## src/rtl/serial_subtractor_16bit.sv

```systemverilog
// serial_subtractor_16bit
// Digit-serial subtractor that computes Diff = A - B - Bin, one DIGIT-wide
// slice per clock, starting at the least significant slice. A request is
// taken with start when the block is idle or has just finished. busy is high
// while slices are being processed. done pulses for one cycle when the result
// is complete.
//
// Ports:
//   clk   in   rising-edge clock
//   rst   in   asynchronous, active-high reset
//   start in   request, accepted in IDLE or DONE
//   A     in   WIDTH-bit minuend, latched on the accepting edge
//   B     in   WIDTH-bit subtrahend, latched on the accepting edge
//   Bin   in   borrow-in, latched on the accepting edge
//   busy  out  high while the FSM is in RUN
//   done  out  one-cycle pulse; results are valid from here on
//   Diff  out  (A - B - Bin) mod 2^WIDTH
//   Bout  out  final borrow, 1 iff A < B + Bin (unsigned)
//   Zero  out  1 iff Diff == 0
//   Ovf   out  two's-complement overflow of the subtraction
module serial_subtractor_16bit #(
    parameter int WIDTH = 16,
    parameter int DIGIT = 4
) (
    input  logic             clk,
    input  logic             rst,
    input  logic             start,
    input  logic [WIDTH-1:0] A,
    input  logic [WIDTH-1:0] B,
    input  logic             Bin,
    output logic             busy,
    output logic             done,
    output logic [WIDTH-1:0] Diff,
    output logic             Bout,
    output logic             Zero,
    output logic             Ovf
);

    localparam int N     = WIDTH / DIGIT;
    localparam int CNT_W = (N > 1) ? $clog2(N) : 1;
    localparam logic [CNT_W-1:0] LAST_CNT = CNT_W'(N - 1);

    typedef enum logic [1:0] {
        IDLE = 2'd0,
        RUN  = 2'd1,
        DONE = 2'd2
    } state_t;

    state_t           r_state;
    logic [CNT_W-1:0] r_cnt;
    logic             r_borrow;
    logic [WIDTH-1:0] r_a;
    logic [WIDTH-1:0] r_b;
    logic [WIDTH-1:0] r_diff;
    logic             r_bout;
    logic             r_zero;
    logic             r_ovf;

    int               w_base;
    logic [DIGIT-1:0] w_aSlice;
    logic [DIGIT-1:0] w_bSlice;
    logic [DIGIT:0]   w_step;
    logic [WIDTH-1:0] w_diffNext;
    logic             w_zeroNext;
    logic             w_ovfNext;

    // One digit step of the subtraction. The slice is subtracted over DIGIT+1
    // bits so that the top bit is the borrow out of this slice. w_diffNext is
    // the result register with the current slice replaced. On the final step
    // it is the complete result, so Zero and Ovf can be taken from it
    // directly.
    always_comb begin
        w_base     = int'(r_cnt) * DIGIT;
        w_aSlice   = r_a[w_base +: DIGIT];
        w_bSlice   = r_b[w_base +: DIGIT];
        w_step     = {1'b0, w_aSlice} - {1'b0, w_bSlice} - {{DIGIT{1'b0}}, r_borrow};
        w_diffNext = r_diff;
        w_diffNext[w_base +: DIGIT] = w_step[DIGIT-1:0];
        w_zeroNext = (w_diffNext == '0);
        w_ovfNext  = (r_a[WIDTH-1] != r_b[WIDTH-1]) &&
                     (w_diffNext[WIDTH-1] != r_a[WIDTH-1]);
    end

    // Control FSM and datapath registers. In IDLE and DONE a start latches
    // the operands. DONE also returns directly to RUN for back-to-back
    // operation. The flags change only on the last RUN edge, so they keep
    // the previous result's values while a new operation is in progress.
    always_ff @(posedge clk or posedge rst) begin
        if (rst) begin
            r_state  <= IDLE;
            r_cnt    <= '0;
            r_borrow <= 1'b0;
            r_a      <= '0;
            r_b      <= '0;
            r_diff   <= '0;
            r_bout   <= 1'b0;
            r_zero   <= 1'b0;
            r_ovf    <= 1'b0;
        end else begin
            case (r_state)
                IDLE, DONE: begin
                    if (start) begin
                        r_a      <= A;
                        r_b      <= B;
                        r_borrow <= Bin;
                        r_cnt    <= '0;
                        r_state  <= RUN;
                    end else begin
                        r_state  <= IDLE;
                    end
                end
                RUN: begin
                    r_diff   <= w_diffNext;
                    r_borrow <= w_step[DIGIT];
                    r_cnt    <= r_cnt + 1'b1;
                    if (r_cnt == LAST_CNT) begin
                        r_bout  <= w_step[DIGIT];
                        r_zero  <= w_zeroNext;
                        r_ovf   <= w_ovfNext;
                        r_state <= DONE;
                    end
                end
                default: r_state <= IDLE;
            endcase
        end
    end

    assign busy = (r_state == RUN);
    assign done = (r_state == DONE);
    assign Diff = r_diff;
    assign Bout = r_bout;
    assign Zero = r_zero;
    assign Ovf  = r_ovf;

endmodule
```

## config.mk

```make
export PLATFORM = sky130hd
export DESIGN_NAME = serial_subtractor_16bit
export DESIGN_NICKNAME = d
export VERILOG_FILES = /design/src/rtl/serial_subtractor_16bit.sv
export SDC_FILE = /design/constraint.sdc
export NUM_CORES = 1
export LEC_CHECK = 0
export CAP_MARGIN = 20
export CORE_UTILIZATION = 40
export CTS_CLUSTER_DIAMETER = 60
export DETAILED_ROUTE_END_ITERATION = 10
export GPL_ROUTABILITY_DRIVEN = 0
export PLACE_DENSITY = 0.64
export SLEW_MARGIN = 20
export SYNTH_ARGS = -nofsm -noshare
export SYNTH_HDL_FRONTEND = slang
export SYNTH_SLANG_ARGS = --single-unit
```

## constraint.sdc

```tcl
create_clock -name clk -period 2.73 [get_ports clk]
set_input_delay 0.273 -clock clk [delete_from_list [all_inputs] [get_ports clk]]
set_output_delay 0.273 -clock clk [all_outputs]
set_load 0.01 [all_outputs]
```

==> flow_results.org <==
** Outcome
- Outcome :: complete, but fails checks
- The final reports fail on DRC.

** GRT
- Via count of the first global-routing pass :: 1925
- Pin count of the biggest net entering global routing :: 37
- The first global-routing pass estimated 9170 um of wire.
- In the global route stage, overall resource usage came out at around 16%.
- Antenna violations before repair :: 0
- Global routing finished with a remaining overflow of 0.

** Clock network
- The clock tree synthesis step divided the H-tree into 2 levels.
- Hold buffer count at CTS :: 0
- Setup bufs post-CTS :: 0
- Clock-pin slew was measured on the worst setup and hold paths at 0.10 ns.
- Number of CTS-inserted buffers :: 5
- CTS-repair resized insts :: 0
- The clock passes through at most 2 buffers.
- Clock tree synthesis selected as its root buffer the cell clkbuf_8.
- CTS saw 56 sinks.
- Clock network latency to the later pin of the worst-skew pair :: 0.31 ns
- TritonCTS built the clock tree.

** Pwr
- Total power divided by cell area :: 1405 nW/um^2
- Leakage :: 1.491 nW
- Worst vdd rail ir drop :: 0.7054 mV

** Placed design
- Total half-perimeter wirelength after legalization and detailed placement :: 4152 um
- The placed instances occupy a cell area of about 3400 um^2.
- Prior to clock tree synthesis, the placed netlist has a worst setup slack of 0.1109 ns.
- Input and output buffers added on the ports amount to 56.
- Number of cells in the design after placement :: roughly 340

** Routing
- Dividing the detail-routed wire length by the instance count gives 15.77 um.
- Detailed-route vias per instance :: between 5 and 6
- The routed layout has ~1900 vias.
- DRC Markers :: 4
- Once detail routing completed, the nets flagged for antenna violations numbered 0.
- Starting DRC count in detailed routing :: 96
- Number of search-and-repair iterations in the first detailed-routing pass :: 7
- Detailed Route WL :: 5456 um

** Min path
- Hold/Removal Path Class :: input port to async pin

** Timing
- The hold violation count in the final report was 0.
- Unrepaired setup endpoints after global routing :: false
- Summed negative setup slack over all endpoints :: 0 ns
- Number of max-slew violations in the final report :: 0
- Max_slew headroom :: 64.34%
- Fin worst setup slack :: 0.1253 ns
- Final critical-path required period :: 2.605 ns
- Tightest hold margin :: ~0.32 ns
- Period utilization :: a little over nine tenths
- At the pin with the least slew margin, the transition time is 0.5341 ns.
- Setup violations remaining at the end of the flow were counted as 0.
- Timing-limited maximum frequency :: about 380 MHz
- Clk_skew :: 0.007456 ns

** Setup path
- Crit path kind :: flop to flop
- Reg2Reg Launch Point :: r_cnt[0]
- Tracing the worst setup path back leads to its startpoint at r_cnt[0].
- STA classifies the critical path endpoint as a flop.
- Setup crit start kind :: flop
- Of all nets on the critical path, the largest fanout is 11.
- For the worst setup path, the data arrival time is around 2.8 ns.
- Required time of the critical path :: 2.94 ns

** Finish
- Layout area overhead :: 29.78%
- The repair_antennas step left the layout with diodes totalling 0.
- Post-route standard cell area excluding fillers :: 3545 um^2
- The finished layout holds 346 standard cells, fillers aside.
- Share of post-route cells with drive strength above 1 :: 25.28%
- In the final design database the tool counted roughly 320 nets.

** Yosys
- Netlist area before placement :: 2731 um^2
- The share of the Yosys chip area taken by registers is between 50% and 60%.
- Counting every instance in the synthesized netlist gives 205.
- For this run, the number of Yosys warnings is 0.
- After synthesis the netlist holds a flip-flop and latch count of 56.
- Counting every net in the synthesized netlist gives ~250.
- The average instance in the mapped netlist occupies 13.32 um^2.
- Netlist cell types :: 40

** Floorplanning
- Standard-cell rows :: 29
- The die is 84.64 um tall.
- Chip Width :: 84.64 um
- During I/O placement, the number of pins put on the boundary was 57.
- The floorplan step defined a core boundary enclosing 6459 um^2.
- The floorplan step defined a die boundary enclosing 7163 um^2.
- Starting density of the core :: between 40% and 50%

** Job
- Max capacitance violation total :: 0
registers in the layout (all words and copies together) (netlist names):
name	cells
Diff	16
r_a	16
r_b	16
r_cnt	2
r_state	2
Bout	1
Ovf	1
Zero	1
r_borrow	1
worst paths after layout:
kind                       slack, ns  cells past startpoint  endpoint
max reg2reg                     0.13                      8      Zero
min reg2reg                     0.51                      2      Bout
min in group clk                0.51                      2      Bout
max in group asynchronous       1.76                      3   Diff[1]
min                             0.32                      2    r_a[5]
max                             0.13                      8      Zero
cells by family after synthesis:
family / after synthesis / synth area share [%]
adders and majority gates: 12 / 6.047
DFF: 56 / 51.31
and+or+nand+nor: 33 / 7.100
buffers and inverters: 24 / 3.665
xor gates and xnor gates: 3 / 0.9622
AOI/OAI and AO/OA: 37 / 11.13
muxes: 40 / 19.79
cells in the final DEF (no fill, tap or decap), types with 2 or more instances in the layout:
master	n
ha_1	10
a22o_1	9
inv_1	12
mux2_2	32
a21oi_1	4
a32o_1	9
o2111ai_1	2
buf_4	9
nor4_1	3
mux4_2	8
clkbuf_8	6
xnor2_1	2
clkdlybuf4s50_1	56
fa_2	2
nand2b_1	4
nand3b_1	4
nor3_1	2
o21ai_0	3
nand2_1	8
nor2_1	4
dfrtp_1	55
cells in the mapped netlist:
| cell | number | area, um^2 |
|---|---|---|
| a21oi_1 | 4 | 20.02 |
| nand3b_1 | 4 | 30.03 |
| a21oi_2 | 1 | 8.760 |
| buf_2 | 2 | 10.01 |
| xor2_1 | 1 | 8.760 |
| and2_1 | 1 | 6.260 |
| o2111ai_1 | 2 | 17.52 |
| o31a_1 | 1 | 8.760 |
| and4bb_2 | 1 | 12.51 |
| nor4_1 | 3 | 18.77 |
| and4b_1 | 1 | 10.01 |
| a32o_1 | 9 | 90.09 |
| clkinv_1 | 1 | 3.750 |
| nor3_1 | 2 | 10.01 |
| nand2b_1 | 4 | 25.02 |
| xnor2_1 | 2 | 17.52 |
| nand2_1 | 8 | 30.03 |
| buf_6 | 1 | 11.26 |
| nor2b_1 | 2 | 12.51 |
| nor2_1 | 4 | 15.01 |
| nand3_1 | 1 | 5.000 |
| fa_1 | 2 | 40.04 |
| inv_1 | 13 | 48.80 |
| a22o_1 | 9 | 78.83 |
| o32ai_1 | 1 | 8.760 |
| o221a_2 | 1 | 11.26 |
| mux2_2 | 32 | 360.4 |
| a21o_1 | 1 | 7.510 |
| nor4bb_1 | 1 | 10.01 |
| a211oi_1 | 1 | 7.510 |
| mux4_2 | 8 | 180.2 |
| and2_4 | 1 | 8.760 |
| o21ai_0 | 3 | 15.01 |
| o21bai_1 | 1 | 7.510 |
| dfrtp_1 | 56 | 1401 |
| ha_1 | 10 | 125.1 |
| o22ai_1 | 1 | 6.260 |
| o31ai_1 | 1 | 7.510 |
| clkbuf_1 | 7 | 26.28 |
| a221oi_1 | 1 | 8.760 |
where the power goes:
group	total (mW)	leakage (nW)	switching, mW	internal (mW)
Sequential	1.47	0.690	0.258	1.22
Combinational	3.03	0.756	1.49	1.55
Clock	0.471	0.0445	0.264	0.207
Total	4.98	1.49	2.01	2.97
routing by layer:
metal  up-vias  track usage [%]  wire length, um
met3         9            3.638              266
met2        57            26.61             2551
li1        887                -                -
met1       937            21.92             2543
met5         -                0                0
met4         0            5.701               96
stage by stage:
stage	utilization, %	power, mW
CTS	54.65	4.932
finish	54.88	4.979
detailed placement	53.20	4.448
global placement	53.20	4.394
floorplan	-	3.536
global route	54.88	5.346
cell type report:
class,instances,area (um^2)
inverter,14,52.55
timing repair buffer,66,648.1
tap,77,96.34
sequential,56,1403
clock buffer,7,86.33
multi-input combinational,125,1251
clock inverter,1,7.507
fill,560,2914
critical path: stages (launching register included):
cell and delay (ns):
dfrtp_2 0.42, buf_12 0.15, mux4_2 0.50, ha_1 0.30, inv_1 0.04, ha_1 0.31, xnor2_1 0.35, o31ai_1 0.14
a32o_1 0.28
Note: power is estimated with default switching activity, not from simulation.
